`src/rtl/sysid_check_sequencer_pkg.sv`:
```
// Shared types and constants for the system-ID check sequencer.
// Holds the FSM state encoding, the sysid word addresses and the counter widths.
package sysid_ctrl_pkg;

  typedef enum logic [2:0] {
    IDLE,
    RD_ID,
    RD_TS,
    CMP,
    DONE
  } state_t;

  localparam logic SYSID_ADDR_ID = 1'b0;
  localparam logic SYSID_ADDR_TS = 1'b1;

  localparam int LAT_CNT_W   = 3;
  localparam int CHECK_CNT_W = 8;

  localparam logic [CHECK_CNT_W-1:0] CHECK_CNT_MAX = '1;

endpackage

```
`src/rtl/sysid_check_sequencer_if.sv`:
```
// Read-only bus between the check sequencer (master) and the sysid peripheral (slave).
interface sysid_check_sequencer_if;

  logic        sysid_address;
  logic        sysid_read;
  logic [31:0] sysid_readdata;

  modport master (
    output sysid_address,
    output sysid_read,
    input  sysid_readdata
  );

  modport slave (
    input  sysid_address,
    input  sysid_read,
    output sysid_readdata
  );

endinterface

```
`src/rtl/sysid_check_sequencer.sv`:
```
// Reads the sysid ID and timestamp words and compares them with build-time constants.
// Runs once after reset (when AUTO_START is set) and again on every start request seen in IDLE.
module sysid_check_sequencer
  import sysid_ctrl_pkg::*;
#(
  parameter logic [31:0] EXPECTED_ID  = 32'd0,
  parameter logic [31:0] EXPECTED_TS  = 32'd1486161713,
  parameter int          READ_LATENCY = 1,
  parameter bit          AUTO_START   = 1'b1
) (
  input  logic                    clock,
  input  logic                    reset,
  input  logic                    start,
  sysid_check_sequencer_if.master sysid,
  output logic                    busy,
  output logic                    done,
  output logic                    id_ok,
  output logic                    ts_ok,
  output logic                    match,
  output logic [31:0]             id_value,
  output logic [31:0]             ts_value,
  output logic [CHECK_CNT_W-1:0]  check_count
);

  localparam logic [LAT_CNT_W-1:0] LAT_LAST = LAT_CNT_W'(READ_LATENCY);

  state_t                 state_reg, state_next;
  logic [LAT_CNT_W-1:0]   lat_cnt_reg, lat_cnt_next;
  logic                   auto_arm_reg, auto_arm_next;
  logic                   read_reg, read_next;
  logic                   addr_reg, addr_next;
  logic                   busy_reg, busy_next;
  logic                   done_reg, done_next;
  logic                   id_ok_reg, id_ok_next;
  logic                   ts_ok_reg, ts_ok_next;
  logic                   match_reg, match_next;
  logic [31:0]            id_value_reg, id_value_next;
  logic [31:0]            ts_value_reg, ts_value_next;
  logic [CHECK_CNT_W-1:0] check_count_reg, check_count_next;

  always_comb begin
    state_next       = state_reg;
    lat_cnt_next     = lat_cnt_reg;
    auto_arm_next    = auto_arm_reg;
    id_ok_next       = id_ok_reg;
    ts_ok_next       = ts_ok_reg;
    match_next       = match_reg;
    id_value_next    = id_value_reg;
    ts_value_next    = ts_value_reg;
    check_count_next = check_count_reg;

    case (state_reg)
      IDLE: begin
        if (start || auto_arm_reg) begin
          auto_arm_next = 1'b0;
          id_ok_next    = 1'b0;
          ts_ok_next    = 1'b0;
          match_next    = 1'b0;
          lat_cnt_next  = '0;
          state_next    = RD_ID;
        end
      end
      RD_ID: begin
        if (lat_cnt_reg == LAT_LAST) begin
          id_value_next = sysid.sysid_readdata;
          lat_cnt_next  = '0;
          state_next    = RD_TS;
        end else begin
          lat_cnt_next = lat_cnt_reg + LAT_CNT_W'(1);
        end
      end
      RD_TS: begin
        if (lat_cnt_reg == LAT_LAST) begin
          ts_value_next = sysid.sysid_readdata;
          lat_cnt_next  = '0;
          state_next    = CMP;
        end else begin
          lat_cnt_next = lat_cnt_reg + LAT_CNT_W'(1);
        end
      end
      CMP: begin
        id_ok_next = (id_value_reg == EXPECTED_ID);
        ts_ok_next = (ts_value_reg == EXPECTED_TS);
        match_next = (id_value_reg == EXPECTED_ID) && (ts_value_reg == EXPECTED_TS);
        state_next = DONE;
      end
      DONE: begin
        if (check_count_reg != CHECK_CNT_MAX) begin
          check_count_next = check_count_reg + CHECK_CNT_W'(1);
        end
        state_next = IDLE;
      end
      default: state_next = IDLE;
    endcase

    // Bus and status strobes are decoded from the upcoming state so they are registered yet state-aligned.
    read_next = (state_next == RD_ID) || (state_next == RD_TS);
    addr_next = (state_next == RD_TS) ? SYSID_ADDR_TS : SYSID_ADDR_ID;
    busy_next = (state_next != IDLE);
    done_next = (state_next == DONE);
  end

  always_ff @(posedge clock or posedge reset) begin
    if (reset) begin
      state_reg       <= IDLE;
      lat_cnt_reg     <= '0;
      auto_arm_reg    <= AUTO_START;
      read_reg        <= 1'b0;
      addr_reg        <= 1'b0;
      busy_reg        <= 1'b0;
      done_reg        <= 1'b0;
      id_ok_reg       <= 1'b0;
      ts_ok_reg       <= 1'b0;
      match_reg       <= 1'b0;
      id_value_reg    <= '0;
      ts_value_reg    <= '0;
      check_count_reg <= '0;
    end else begin
      state_reg       <= state_next;
      lat_cnt_reg     <= lat_cnt_next;
      auto_arm_reg    <= auto_arm_next;
      read_reg        <= read_next;
      addr_reg        <= addr_next;
      busy_reg        <= busy_next;
      done_reg        <= done_next;
      id_ok_reg       <= id_ok_next;
      ts_ok_reg       <= ts_ok_next;
      match_reg       <= match_next;
      id_value_reg    <= id_value_next;
      ts_value_reg    <= ts_value_next;
      check_count_reg <= check_count_next;
    end
  end

  assign sysid.sysid_read    = read_reg;
  assign sysid.sysid_address = addr_reg;
  assign busy                = busy_reg;
  assign done                = done_reg;
  assign id_ok               = id_ok_reg;
  assign ts_ok               = ts_ok_reg;
  assign match               = match_reg;
  assign id_value            = id_value_reg;
  assign ts_value            = ts_value_reg;
  assign check_count         = check_count_reg;

endmodule

```
`src/flat_wrapper.sv`:
```
// flat-port wrapper written by rule: the top's interface ports become plain ports
module sysid_check_sequencer_flat import sysid_ctrl_pkg::*;
#(
  parameter logic [31:0] EXPECTED_ID  = 32'd0,
  parameter logic [31:0] EXPECTED_TS  = 32'd1486161713,
  parameter int          READ_LATENCY = 1,
  parameter bit          AUTO_START   = 1'b1
)
  (clock, reset, start, busy, done, id_ok, ts_ok, match, id_value, ts_value, check_count, sysid_sysid_address, sysid_sysid_read, sysid_sysid_readdata);
  sysid_check_sequencer_if sysid_i ();
  input  logic clock;
  input  logic reset;
  input  logic start;
  output logic busy;
  output logic done;
  output logic id_ok;
  output logic ts_ok;
  output logic match;
  output logic [31:0] id_value;
  output logic [31:0] ts_value;
  output logic [CHECK_CNT_W-1:0] check_count;
  output wire logic [$bits(sysid_i.sysid_address)-1:0] sysid_sysid_address;
  output wire logic [$bits(sysid_i.sysid_read)-1:0] sysid_sysid_read;
  input wire logic [$bits(sysid_i.sysid_readdata)-1:0] sysid_sysid_readdata;
  assign sysid_sysid_address = sysid_i.sysid_address;
  assign sysid_sysid_read = sysid_i.sysid_read;
  assign sysid_i.sysid_readdata = sysid_sysid_readdata;
  sysid_check_sequencer #(.EXPECTED_ID(EXPECTED_ID), .EXPECTED_TS(EXPECTED_TS), .READ_LATENCY(READ_LATENCY), .AUTO_START(AUTO_START)) u_core (.clock(clock), .reset(reset), .start(start), .sysid(sysid_i), .busy(busy), .done(done), .id_ok(id_ok), .ts_ok(ts_ok), .match(match), .id_value(id_value), .ts_value(ts_value), .check_count(check_count));
endmodule
```
`config.mk`:
```
export PLATFORM = sky130hd
export DESIGN_NAME = sysid_check_sequencer_flat
export DESIGN_NICKNAME = d
export VERILOG_FILES = /design/src/rtl/sysid_check_sequencer_pkg.sv /design/src/rtl/sysid_check_sequencer_if.sv /design/src/rtl/sysid_check_sequencer.sv /design/src/flat_wrapper.sv
export SDC_FILE = /design/constraint.sdc
export NUM_CORES = 1
export LEC_CHECK = 0
export ABC_AREA = 1
export ABC_CLOCK_PERIOD_IN_PS = 2800
export BUFFER_PORTS_ARGS = -buffer_cell sky130_fd_sc_hd__buf_2
export CELL_PAD_IN_SITES_DETAIL_PLACEMENT = 2
export CELL_PAD_IN_SITES_GLOBAL_PLACEMENT = 2
export CORE_MARGIN = 2
export CORE_UTILIZATION = 29
export CTS_BUF_LIST = sky130_fd_sc_hd__clkbuf_16
export DETAILED_ROUTE_END_ITERATION = 12
export GPL_TIMING_DRIVEN = 0
export HOLD_SLACK_MARGIN = 0.12
export PLACE_DENSITY = 0.76
export SETUP_SLACK_MARGIN = 0.05
export SLEW_MARGIN = 20
export SYNTH_ARGS = -nofsm -noshare
export SYNTH_HDL_FRONTEND = slang
export SYNTH_SLANG_ARGS = --single-unit
```
`constraint.sdc`:
```
create_clock -name clock -period 2.8 [get_ports clock]
set_clock_uncertainty 0.1 [all_clocks]
set_input_delay 0.28 -clock clock [delete_from_list [all_inputs] [get_ports clock]]
set_output_delay 0.28 -clock clock [all_outputs]
set_load 0.01 [all_outputs]
```
# After elaboration in Yosys (flattened, before gate mapping)
# Cells that the tools add are included.
classes:
  n_reduce_logical: 15
  add_sub_neg: 2
  muxes: 12
  n_eq_ne: 11
ops:
  columns: ["operator", "n"]
  rows:
  - ["$eq 32x31->1 const B", 1]
  - ["$logic_not 32->1", 1]
  - ["$mux 3", 5]
  - ["$pmux 3 s4", 1]
  - ["$reduce_and 2->1", 6]
  - ["$eq 3x1->1 const B", 3]
  - ["$eq 3x2->1 const B", 3]
  - ["$add 8x1->8 const B", 1]
  - ["$ne 8x8->1 const B", 1]
  - ["$eq 3x3->1 const B", 2]
  - ["$pmux 1 s2", 3]
  - ["$pmux 3 s2", 1]
  - ["$reduce_bool 2->1", 2]
  - ["$add 3x1->3 const B", 1]
  - ["$logic_not 3->1", 1]
  - ["$reduce_bool 3->1", 1]
  - ["$logic_or 1x1->1", 2]
  - ["$mux 1", 2]
  - ["$ne 2x1->1 const B", 1]
  - ["$reduce_or 2->1", 1]
  - ["$logic_and 1x1->1", 1]
totals:
  ff_bits: 86
  word_cells: 53
  in_bits: 35
  output_inout_bits: 79

# Longest topological paths before layout
# Gate-level depths: netlist of run 1.
depth:
  ltp_word: 5
  mapped_depth: 8
  mapped_depth_nobuf: 8

# Worst setup path after synthesis of run 1
# Ideal clock, no wire load.
synth_timing:
  kind: "register -> register"
  startpoint: "register u_core.check_count_reg[0] (netlist: u_core.check_count[0])"
  endpoint: "register u_core.check_count_reg[2] (netlist: u_core.check_count[2])"
  stages_incl_launch_ff: 9
  path_buffers: 0
  period_less_slack_ps: 1503
  t_required_ps: 2579
  setup_slack_ps: 1297
  setup_ps: 121
  t_arrival_ps: 1282
  cell_sequence: "dfrtp_1 -> ha_1 -> nand3_1 -> nor2_1 -> nand2_1 -> nand2_1 -> inv_1 -> nand3b_1 -> nand2_1"
synth_between:
  elab_chain_cells: 2
  word_cells_on_any_way: 3
  classes_between: "add/sub (1); eq/ne (1); reduce/logical (1)"
synth_lines:
  columns: ["element", "line_no", "text"]
  rows:
  - ["start: declaration", "sysid_check_sequencer.sv:39", "logic [CHECK_CNT_W-1:0] check_count_reg, check_count_next;"]
  - ["start signal: assignment", "sysid_check_sequencer.sv:131", "check_count_reg <= check_count_next;"]
  - ["parallel branches: the longest is 2 deep, another holds $add 8x1->8", null, null]
# Several ways; the timed one is not identified.
# A chain may end at the register's enable or synchronous reset.

# Worst setup path after layout of run 1
# Same ends and word-level chain as after synthesis.

==> results of run 1 <==
==> final timing paths <==
kind,to,cells past startpoint
worst max-delay path,u_core.check_count[2],8
worst min-delay path,u_core.ts_value[20],3
worst max register to register,u_core.check_count[2],8
worst min register to register,u_core.auto_arm_reg,2
max in group asynchronous,u_core.ts_value[17],4
min in group asynchronous,u_core.state_reg[1],3
==> power breakdown <==
| part | internal [mW] | switching (mW) | total [mW] |
|---|---|---|---|
| combinational | 0.811 | 1.29 | 2.10 |
| sequential | 1.78 | 0.458 | 2.24 |
| clock | 0.577 | 0.462 | 1.04 |
| total | 3.17 | 2.21 | 5.38 |
==> per-stage QoR <==
| stage | cells | power [mW] | instance area [um2] |
|---|---|---|---|
| final | 740 | 5.38 | 4940 |
| after global routing | 740 | 5.82 | 4940 |
| after floorplan | 419 | 3.32 | 3630 |
| after global placement | 700 | 4.21 | 4400 |
| after CTS | 740 | 5.46 | 4940 |
| after detailed placement | 701 | 4.35 | 4440 |
==> logic make-up after synthesis <==
logic type               synth area share [%]
AND/OR/NAND/NOR                          20.9
flip-flops                               59.3
AO/OA/AOI/OAI                            10.1
buffers and inverters                    7.86
XOR/XNOR                                 1.45
adder cells (fa/ha/maj)                 0.345
==> critical path, cell delays in order, from the launching register on <==
cell                       delay [ns]
sky130_fd_sc_hd__dfrtp_1         0.41
sky130_fd_sc_hd__ha_1            0.23
sky130_fd_sc_hd__nand3_1         0.09
sky130_fd_sc_hd__nor2_1          0.15
sky130_fd_sc_hd__nand2_1         0.07
sky130_fd_sc_hd__nand2_1         0.24
sky130_fd_sc_hd__inv_1           0.18
sky130_fd_sc_hd__nand3b_1        0.12
sky130_fd_sc_hd__nand2_1         0.05
==> Yosys cell counts, drive strengths merged (2+ instances only) <==
| master | instances | share of area [%] |
|---|---|---|
| nand2 | 126 | 13 |
| dfrtp | 85 | 59 |
| o21ai | 67 | 9.8 |
| inv | 57 | 5.9 |
| nor2 | 44 | 4.8 |
| nand3 | 11 | 1.8 |
| buf | 10 | 1.7 |
| xnor2 | 4 | 0.97 |
| clkbuf | 2 | 0.24 |
| nand3b | 2 | 0.41 |
| nand4 | 2 | 0.34 |
| xor2 | 2 | 0.48 |
==> final cells by class <==
| type | count | share of cell area (%) |
|---|---|---|
| sequential | 86 | 43.6 |
| multi-input combinational | 264 | 24.1 |
| timing repair buffer | 140 | 17.3 |
| clock buffer | 9 | 4.56 |
| inverter | 57 | 4.43 |
| tap | 168 | 4.25 |
| buffer | 12 | 1.44 |
| clock inverter | 4 | 0.380 |
==> repair_timing <==
| action | 4_1_cts | 5_1_grt |
|---|---|---|
| gates resized for setup | 0 | 0 |
| hold buffers | 26 | 0 |
| hold endpoints to repair | 78 | 0 |
| setup buffers | 0 | 0 |
==> per-layer routing <==
layer | GRT usage, % | vias to the layer above | wire length, um
met5 | 0 | - | 0
met4 | 4.68 | 0 | 119
met3 | 5.81 | 8 | 554
met2 | 35.0 | 79 | 6520
met1 | 22.5 | 1746 | 4980
li1 | - | 1587 | -
==> insert_results.sql, run 1 <==
INSERT INTO impl_metrics (metric_group, metric, value, unit) VALUES
('synthesis', 'syn_inst', '419', ''),
('timing', 'headroom_to_the_max_slew_limit', '70.7', '%'),
('global_route', 'vias_in_the_first_global_route', '3799', ''),
('route', 'dr.first_iter.drc_count', '83', ''),
('hold_path', 'hold_start', 'sysid_sysid_readdata[20]', ''),
('cells_and_area', 'multi_input_combinational_cell_area', '0.00119', 'mm2'),
('global_route', 'antenna_violations_before_repair', '0', ''),
('route', 'remaining_drc_errors', '0', ''),
('die', 'floorplan.die.width', '116', 'um'),
('route', 'via_count', '3420', ''),
('cells_and_area', 'antennaDiodeCount', '0', ''),
('timing', 'timing.final.setup_violations', '0', ''),
('power_and_ir_drop', 'power_leakage', '2.67', 'nW'),
('critical_path', 'crit-reg2reg-launch', 'u_core.check_count[0]', ''),
('route', 'routed_wire_length_per_instance', '16.5', 'um'),
('clock_network', 'clk_transition_reported_paths', '0.06', 'ns'),
('timing', 'timing.final.crit_period', '1.77', 'ns'),
('critical_path', 'criticalPathCategory', 'register to register', ''),
('clock_network', 'clock_tree.buffer_depth', '2', ''),
('synthesis', 'synth_cell_types', '27', ''),
('cells_and_area', 'layout_commonest_cell', 'sky130_fd_sc_hd__nand2_1', ''),
('global_route', 'wire_length_of_the_first_global_routing_pass', '19800', 'um'),
('cells_and_area', 'area.growth.synth_to_final', '36.2', '%'),
('clock_network', 'root_buffer', 'sky130_fd_sc_hd__clkbuf_16', ''),
('route', 'drt_pass1_iterations', '5', ''),
('global_route', 'grt.overflow.total', '0', ''),
('place', 'placement.io_buffers', '113', ''),
('timing', 'fmax', '567', 'MHz'),
('cells_and_area', 'seqCellArea', '0.00215', 'mm2'),
('synthesis', 'synth-warning-count', '0', ''),
('timing', 'rsz0062_at_grt', 'false', ''),
('cells_and_area', 'n_fill_cell', '1416', ''),
('critical_path', 'startpoint_type', 'register', ''),
('critical_path', 'critical_path_peak_fanout', '9', ''),
('clock_network', 'number_of_clock_sinks_seen_by_cts', '86', ''),
('synthesis', 'cell_area_after_synthesis', '0.00363', 'mm2'),
('timing', 'final_critical_path_setup_slack', '1.03', 'ns'),
('synthesis', 'async_reset_ff_share', '100', '%'),
('critical_path', 'critPathRequiredTime', '2.92', 'ns'),
('synthesis', 'synth_ff_type', 'sky130_fd_sc_hd__dfrtp_1', ''),
('clock_network', 'numCtsBuffers', '9', ''),
('synthesis', 'postSynthNetCount', '455', ''),
('clock_network', 'clk_latency', '0.33', 'ns'),
('place', 'gp_congestion', '0.799', ''),
('synthesis', 'postSynthRegisterBits', '86', ''),
('timing', 'fin_worst_hold_slack', '0.128', 'ns'),
('flow_run', 'max_cap_violations', '0', ''),
('global_route', 'grt_util_overall', '19.4', '%'),
('timing', 'worst-slew-pin-transition', '0.439', 'ns'),
('critical_path', 'crit_start', 'u_core.check_count[0]', ''),
('route', 'postRouteAntennaNets', '0', ''),
('timing', 'hold_violations', '0', ''),
('cells_and_area', 'most-common-layout-cells', 'sky130_fd_sc_hd__nand2_1, sky130_fd_sc_hd__buf_2, sky130_fd_sc_hd__dfrtp_1, sky130_fd_sc_hd__inv_1, sky130_fd_sc_hd__nor2_1', ''),
('die', 'std_cell_rows', '40', ''),
('outcome', 'status', 'finished, final reports clean', ''),
('critical_path', 'setup.worst_path.end_class', 'register', ''),
('timing', 'slew_viol_final', '0', ''),
('place', 'detailedPlacementHpwl', '8940', 'um'),
('clock_network', 'htreeDepth', '3', ''),
('cells_and_area', 'final_layout_size_suffix_gt1_share', '26.2', '%'),
('die', 'ios', '114', ''),
('die', 'dieHeight', '116', 'um'),
('global_route', 'grt_max_degree', '45', ''),
('die', 'core_box_area', '0.0121', 'mm2'),
('route', 'drt-vias-per-instance', '4.62', ''),
('cells_and_area', 'post_route_core_utilization', '40.8', '%'),
('critical_path', 'crit_arrival', '1.88', 'ns'),
('synthesis', 'synth.yosys.seq_area_share', '59.3', '%'),
('clock_network', 'cts_tree', 'done', ''),
('critical_path', 'worst-r2r-setup-slack', '1.03', 'ns'),
('synthesis', 'synth_enable_flop_cells', '0', ''),
('timing', 'timing.final.crit_share', '63.0', '%'),
('route', 'wirelength', '12200', 'um'),
('timing', 'fin_tns_setup', '0', 'ns'),
('cells_and_area', 'design.final.nets', '606', ''),
('die', 'fp.dieArea', '0.0134', 'mm2'),
('synthesis', 'avg_inst_size_synth', '8.66', 'um2'),
('power_and_ir_drop', 'worst_ir_drop_vdd', '0.535', 'mV'),
('hold_path', 'holdCritPathClass', 'input port to register', ''),
('die', 'floorplan.initialDensity', '30.0', '%'),
('power_and_ir_drop', 'power_density', '1090', 'mW/mm2'),
('place', 'post-place-ws', '1.03', 'ns');
No activity file was read; power rests on OpenSTA's default activity.
==> inputs of run 2 (changes only) <==
--- a/config.mk
+++ b/config.mk
@@ -5,18 +5,18 @@
 export SDC_FILE = /design/constraint.sdc
 export NUM_CORES = 1
 export LEC_CHECK = 0
-export ABC_AREA = 1
-export ABC_CLOCK_PERIOD_IN_PS = 2800
+export ABC_AREA = 0
+export ABC_CLOCK_PERIOD_IN_PS = 1450
 export BUFFER_PORTS_ARGS = -buffer_cell sky130_fd_sc_hd__buf_2
 export CELL_PAD_IN_SITES_DETAIL_PLACEMENT = 2
 export CELL_PAD_IN_SITES_GLOBAL_PLACEMENT = 2
 export CORE_MARGIN = 2
-export CORE_UTILIZATION = 29
+export CORE_UTILIZATION = 31
 export CTS_BUF_LIST = sky130_fd_sc_hd__clkbuf_16
 export DETAILED_ROUTE_END_ITERATION = 12
 export GPL_TIMING_DRIVEN = 0
 export HOLD_SLACK_MARGIN = 0.12
-export PLACE_DENSITY = 0.76
+export PLACE_DENSITY = 0.72
 export SETUP_SLACK_MARGIN = 0.05
 export SLEW_MARGIN = 20
 export SYNTH_ARGS = -nofsm -noshare
==> constraint.sdc (replaced) <==
create_clock -name clock -period 1.45 [get_ports clock]
set_clock_uncertainty 0.1 [all_clocks]
set_input_delay 0.145 -clock clock [delete_from_list [all_inputs] [get_ports clock]]
set_output_delay 0.145 -clock clock [all_outputs]
set_load 0.01 [all_outputs]
==> run 2 against run 1 <==
  * The flow now finishes with violations (negative setup slack)
  * Synthesized cell count down 43%
  * Sequential share of layout area fell by 5.5 points
  * Sequential power rose by 110%
  * Setup slack worse by 1.4 ns
  * Design area increased by 15%
  * Power is 130% higher
  * Register-to-register slack lost 1.4 ns
  * Clock-buffer cell count unchanged
  * Critical endpoint is now u_core.busy
  * Area after synthesis increased by 3.2%
  * Largest cell class unchanged
  * Maximum frequency is 3.6% lower
  * Wire length is 3.7% lower
==> insert_results.sql, run 2 <==
INSERT INTO impl_metrics (metric_group, metric, value, unit) VALUES
('global_route', 'grt.overflow.total', '0', ''),
('clock_network', 'clk_transition_reported_paths', '0.06', 'ns'),
('timing', 'timing.final.crit_share', '126', '%'),
('critical_path', 'max_stage_delay', '0.43', 'ns'),
('clock_network', 'cts_tree', 'done', ''),
('die', 'dieHeight', '114', 'um'),
('power_and_ir_drop', 'power_leakage', '2.84', 'nW'),
('synthesis', 'cell_taking_the_most_area_after_synthesis', 'sky130_fd_sc_hd__dfrtp_1', ''),
('power_and_ir_drop', 'worst_ir_drop_vdd', '0.803', 'mV'),
('clock_network', 'clock_tree.buffer_depth', '2', ''),
('cells_and_area', 'multi_input_combinational_cell_area', '0.00174', 'mm2'),
('timing', 'rsz0062_at_grt', 'true', ''),
('cells_and_area', 'most-common-layout-cells', 'sky130_fd_sc_hd__buf_2, sky130_fd_sc_hd__dfrtp_1, sky130_fd_sc_hd__mux2_4, sky130_fd_sc_hd__dlygate4sd3_1, sky130_fd_sc_hd__buf_4', ''),
('synthesis', 'synth_cell_types', '38', ''),
('route', 'wirelength', '11700', 'um'),
('hold_path', 'holdCritPathClass', 'input port to register', ''),
('global_route', 'antenna_violations_before_repair', '0', ''),
('timing', 'slew_viol_final', '0', ''),
('synthesis', 'synth-adder-area-share', '0.334', '%'),
('critical_path', 'criticalPathCategory', 'register to register', ''),
('die', 'floorplan.initialDensity', '31.4', '%'),
('synthesis', 'postSynthNetCount', '274', ''),
('timing', 'final_critical_path_setup_slack', '-0.381', 'ns'),
('global_route', 'grt_util_overall', '18.8', '%'),
('route', 'remaining_drc_errors', '0', ''),
('critical_path', 'worstPathCellList', 'or3b_4 -> buf_6 -> mux2i_1 -> o21ai_2 -> or3_1', ''),
('synthesis', 'synth-warning-count', '0', ''),
('timing', 'fin_worst_hold_slack', '0.0483', 'ns'),
('global_route', 'grt_max_degree', '34', ''),
('synthesis', 'synth_enable_flop_cells', '0', ''),
('place', 'placement.io_buffers', '113', ''),
('place', 'gp_congestion', '0.743', ''),
('critical_path', 'setup.worst_path.end_class', 'register', ''),
('route', 'postRouteAntennaNets', '0', ''),
('cells_and_area', 'final_layout_size_suffix_gt1_share', '62.0', '%'),
('clock_network', 'htreeDepth', '3', ''),
('synthesis', 'cell_area_after_synthesis', '0.00374', 'mm2'),
('cells_and_area', 'n_fill_cell', '1140', ''),
('flow_run', 'max_cap_violations', '0', ''),
('synthesis', 'synth.top_cell.area_share', '56.8', '%'),
('synthesis', 'synth_top_family_by_area', 'multiplexers', ''),
('synthesis', 'syn_inst', '238', ''),
('synthesis', 'synth_top_cells_by_area', 'sky130_fd_sc_hd__dfrtp_1, sky130_fd_sc_hd__mux2_4, sky130_fd_sc_hd__buf_6', ''),
('outcome', 'status', 'complete, but fails checks', ''),
('timing', 'headroom_to_the_max_slew_limit', '51.6', '%'),
('route', 'dr.first_iter.drc_count', '65', ''),
('synthesis', 'synth_xor_xnor_area_share', '1.64', '%'),
('place', 'numPlacedInstances', '500', ''),
('synthesis', 'synth.yosys.seq_area_share', '57.5', '%'),
('critical_path', 'critical-path-slowest-cell', 'sky130_fd_sc_hd__or3b_4', ''),
('die', 'fp.dieArea', '0.0130', 'mm2'),
('die', 'ios', '114', ''),
('hold_path', 'hold_start', 'start', ''),
('critical_path', 'crit-reg2reg-capture', 'u_core.busy', ''),
('critical_path', 'crit-reg2reg-launch', 'u_core.lat_cnt_reg[2]', ''),
('synthesis', 'synth_ff_type', 'sky130_fd_sc_hd__dfrtp_1', ''),
('global_route', 'wire_length_of_the_first_global_routing_pass', '18300', 'um'),
('timing', 'timing.final.crit_period', '1.83', 'ns'),
('route', 'routed_wire_length_per_instance', '20.5', 'um'),
('route', 'via_count', '2740', ''),
('synthesis', 'avg_inst_size_synth', '15.7', 'um2'),
('synthesis', 'postSynthRegisterBits', '86', ''),
('timing', 'fmax', '546', 'MHz'),
('route', 'drt_pass1_iterations', '3', ''),
('critical_path', 'r2r.worst_path.cells', '5', ''),
('cells_and_area', 'finish.cell_count_without_fillers', '573', ''),
('die', 'core_box_area', '0.0119', 'mm2'),
('cells_and_area', 'antennaDiodeCount', '0', ''),
('hold_path', 'holdPathStages', '4', ''),
('synthesis', 'synth_common_cells', 'sky130_fd_sc_hd__dfrtp_1, sky130_fd_sc_hd__mux2_4, sky130_fd_sc_hd__nand3_1, sky130_fd_sc_hd__nor4_1, sky130_fd_sc_hd__o21ai_0', ''),
('global_route', 'grt.met1_usage', '23.4', '%'),
('critical_path', 'critPathRequiredTime', '1.56', 'ns'),
('global_route', 'gr-usage-met3', '3.40', '%'),
('timing', 'timing.final.setup_violations', '81', ''),
('synthesis', 'synthMostInstantiatedCell', 'sky130_fd_sc_hd__dfrtp_1', ''),
('clock_network', 'count_of_hold_buffers_inserted_by_post_cts_repair', '33', ''),
('die', 'floorplan.die.width', '114', 'um'),
('cells_and_area', 'area.growth.synth_to_final', '51.3', '%'),
('synthesis', 'post_synth_simple_gate_area', '9.62', '%'),
('critical_path', 'worst-r2r-setup-slack', '-0.38', 'ns'),
('route', 'drt-vias-per-instance', '4.78', ''),
('clock_network', 'clk_latency', '0.34', 'ns'),
('cells_and_area', 'design.final.nets', '458', ''),
('global_route', 'grt_most_used_layer', 'met2', ''),
('clock_network', 'number_of_clock_sinks_seen_by_cts', '86', ''),
('critical_path', 'critical_path_peak_fanout', '2', ''),
('synthesis', 'async_reset_ff_share', '100', '%'),
('hold_path', 'timing.hold.worst_endpoint', 'u_core.lat_cnt_reg[1]', ''),
('place', 'detailedPlacementHpwl', '7510', 'um'),
('clock_network', 'root_buffer', 'sky130_fd_sc_hd__clkbuf_16', ''),
('synthesis', 'synth_compound_area_share', '2.51', '%'),
('synthesis', 'synthMuxAreaShare', '26.1', '%'),
('cells_and_area', 'layout_commonest_cell', 'sky130_fd_sc_hd__buf_2', ''),
('global_route', 'globalRouteMet2Util', '32.5', '%'),
('clock_network', 'numCtsBuffers', '9', ''),
('die', 'std_cell_rows', '40', ''),
('timing', 'hold_violations', '0', ''),
('outcome', 'violations_in_the_final_reports', 'negative setup slack', ''),
('critical_path', 'startpoint_type', 'register', ''),
('critical_path', 'crit_arrival', '1.94', 'ns'),
('timing', 'worst-slew-pin-transition', '0.724', 'ns'),
('power_and_ir_drop', 'power_density', '2200', 'mW/mm2'),
('timing', 'fin_tns_setup', '-25.26', 'ns'),
('cells_and_area', 'seqCellArea', '0.00216', 'mm2'),
('global_route', 'vias_in_the_first_global_route', '3130', '');
[run 2: cell count changes in the layout (fill, tap and decap cells not counted), moves of 7 or more]
| cell | delta |
|---|---|
| sky130_fd_sc_hd__nand2_1 | -125 |
| sky130_fd_sc_hd__mux2_4 | +61 |
| sky130_fd_sc_hd__inv_1 | -52 |
| sky130_fd_sc_hd__nor2_1 | -40 |
| sky130_fd_sc_hd__o21ai_0 | -38 |
| sky130_fd_sc_hd__o21ai_1 | -20 |
| sky130_fd_sc_hd__buf_4 | +19 |
| sky130_fd_sc_hd__buf_12 | +8 |
| sky130_fd_sc_hd__buf_2 | -8 |
| sky130_fd_sc_hd__dlygate4sd3_1 | +7 |
[run 2: how the worst max path moves through the flow]
stage / to / depth (start not counted) / startpoint
2_1_floorplan: u_core.id_value[0] / 5 / u_core.lat_cnt_reg[2]
3_3_place_gp: u_core.match / 4 / u_core.ts_value[13]
3_5_place_dp: u_core.match / 4 / u_core.ts_value[12]
4_1_cts: u_core.ts_value[1] / 5 / u_core.lat_cnt_reg[1]
5_1_grt: u_core.ts_value[18] / 5 / u_core.lat_cnt_reg[2]
6_report: u_core.busy / 5 / u_core.lat_cnt_reg[2]
[run 2: critical path: cells and delay by family (launching register included)]
family          cells  cell delay (ns)
simple gates        2             0.82
buf+inv             1             0.13
mux                 1             0.17
flops               1             0.39
compound gates      1             0.09
[run 2: power by group]
part | switching, mW | leakage, nW | internal [mW]
Sequential | 1.19 | 1.03 | 3.49
Combinational | 2.30 | 1.68 | 3.20
Clock | 0.952 | 0.134 | 1.30
[run 2: cells by family after synthesis]
logic type | Yosys count
xor gates and xnor gates | 7
AOI/OAI and AO/OA | 13
adders and majority gates | 1
DFF | 86
muxes | 67
buffers and inverters | 11
and+or+nand+nor | 53
[run 2: through the flow]
step                area [um2]  worst slack [ns]  utilization (%)  power (mW)
CTS                       5480            -0.399             46.0        12.1
global placement          4510            -0.649             37.8        8.90
finish                    5660            -0.381             47.6        12.4
global route              5660            -0.427             47.6        13.1
floorplan                 3760            -0.286                -        7.26
detailed placement        4550            -0.615             38.2        9.11
[run 2: layout make-up]
type / instances / area share [%]
Buffer: 6 / 2.12
Timing Repair Buffer: 173 / 20.5
Inverter: 5 / 0.398
Tap cell: 147 / 3.25
Clock inverter: 6 / 0.950
Multi-Input combinational cell: 141 / 30.7
Sequential cell: 86 / 38.1
Clock buffer: 9 / 3.98
[run 2: per-layer routing]
metal / routed length, um / vias to the layer above
li1: - / 1236
met1: 4880 / 1424
met2: 6260 / 63
met3: 361 / 17
met4: 229 / 0
met5: 0 / -
[run 2: repair_timing]
item                                   CTS  global route
setup endpoints to repair               83            82
pin swaps                                7            13
gates resized for setup                 46            20
cloned                                   1             0
endpoints found under the hold margin   96             3
buffers inserted                        15            10
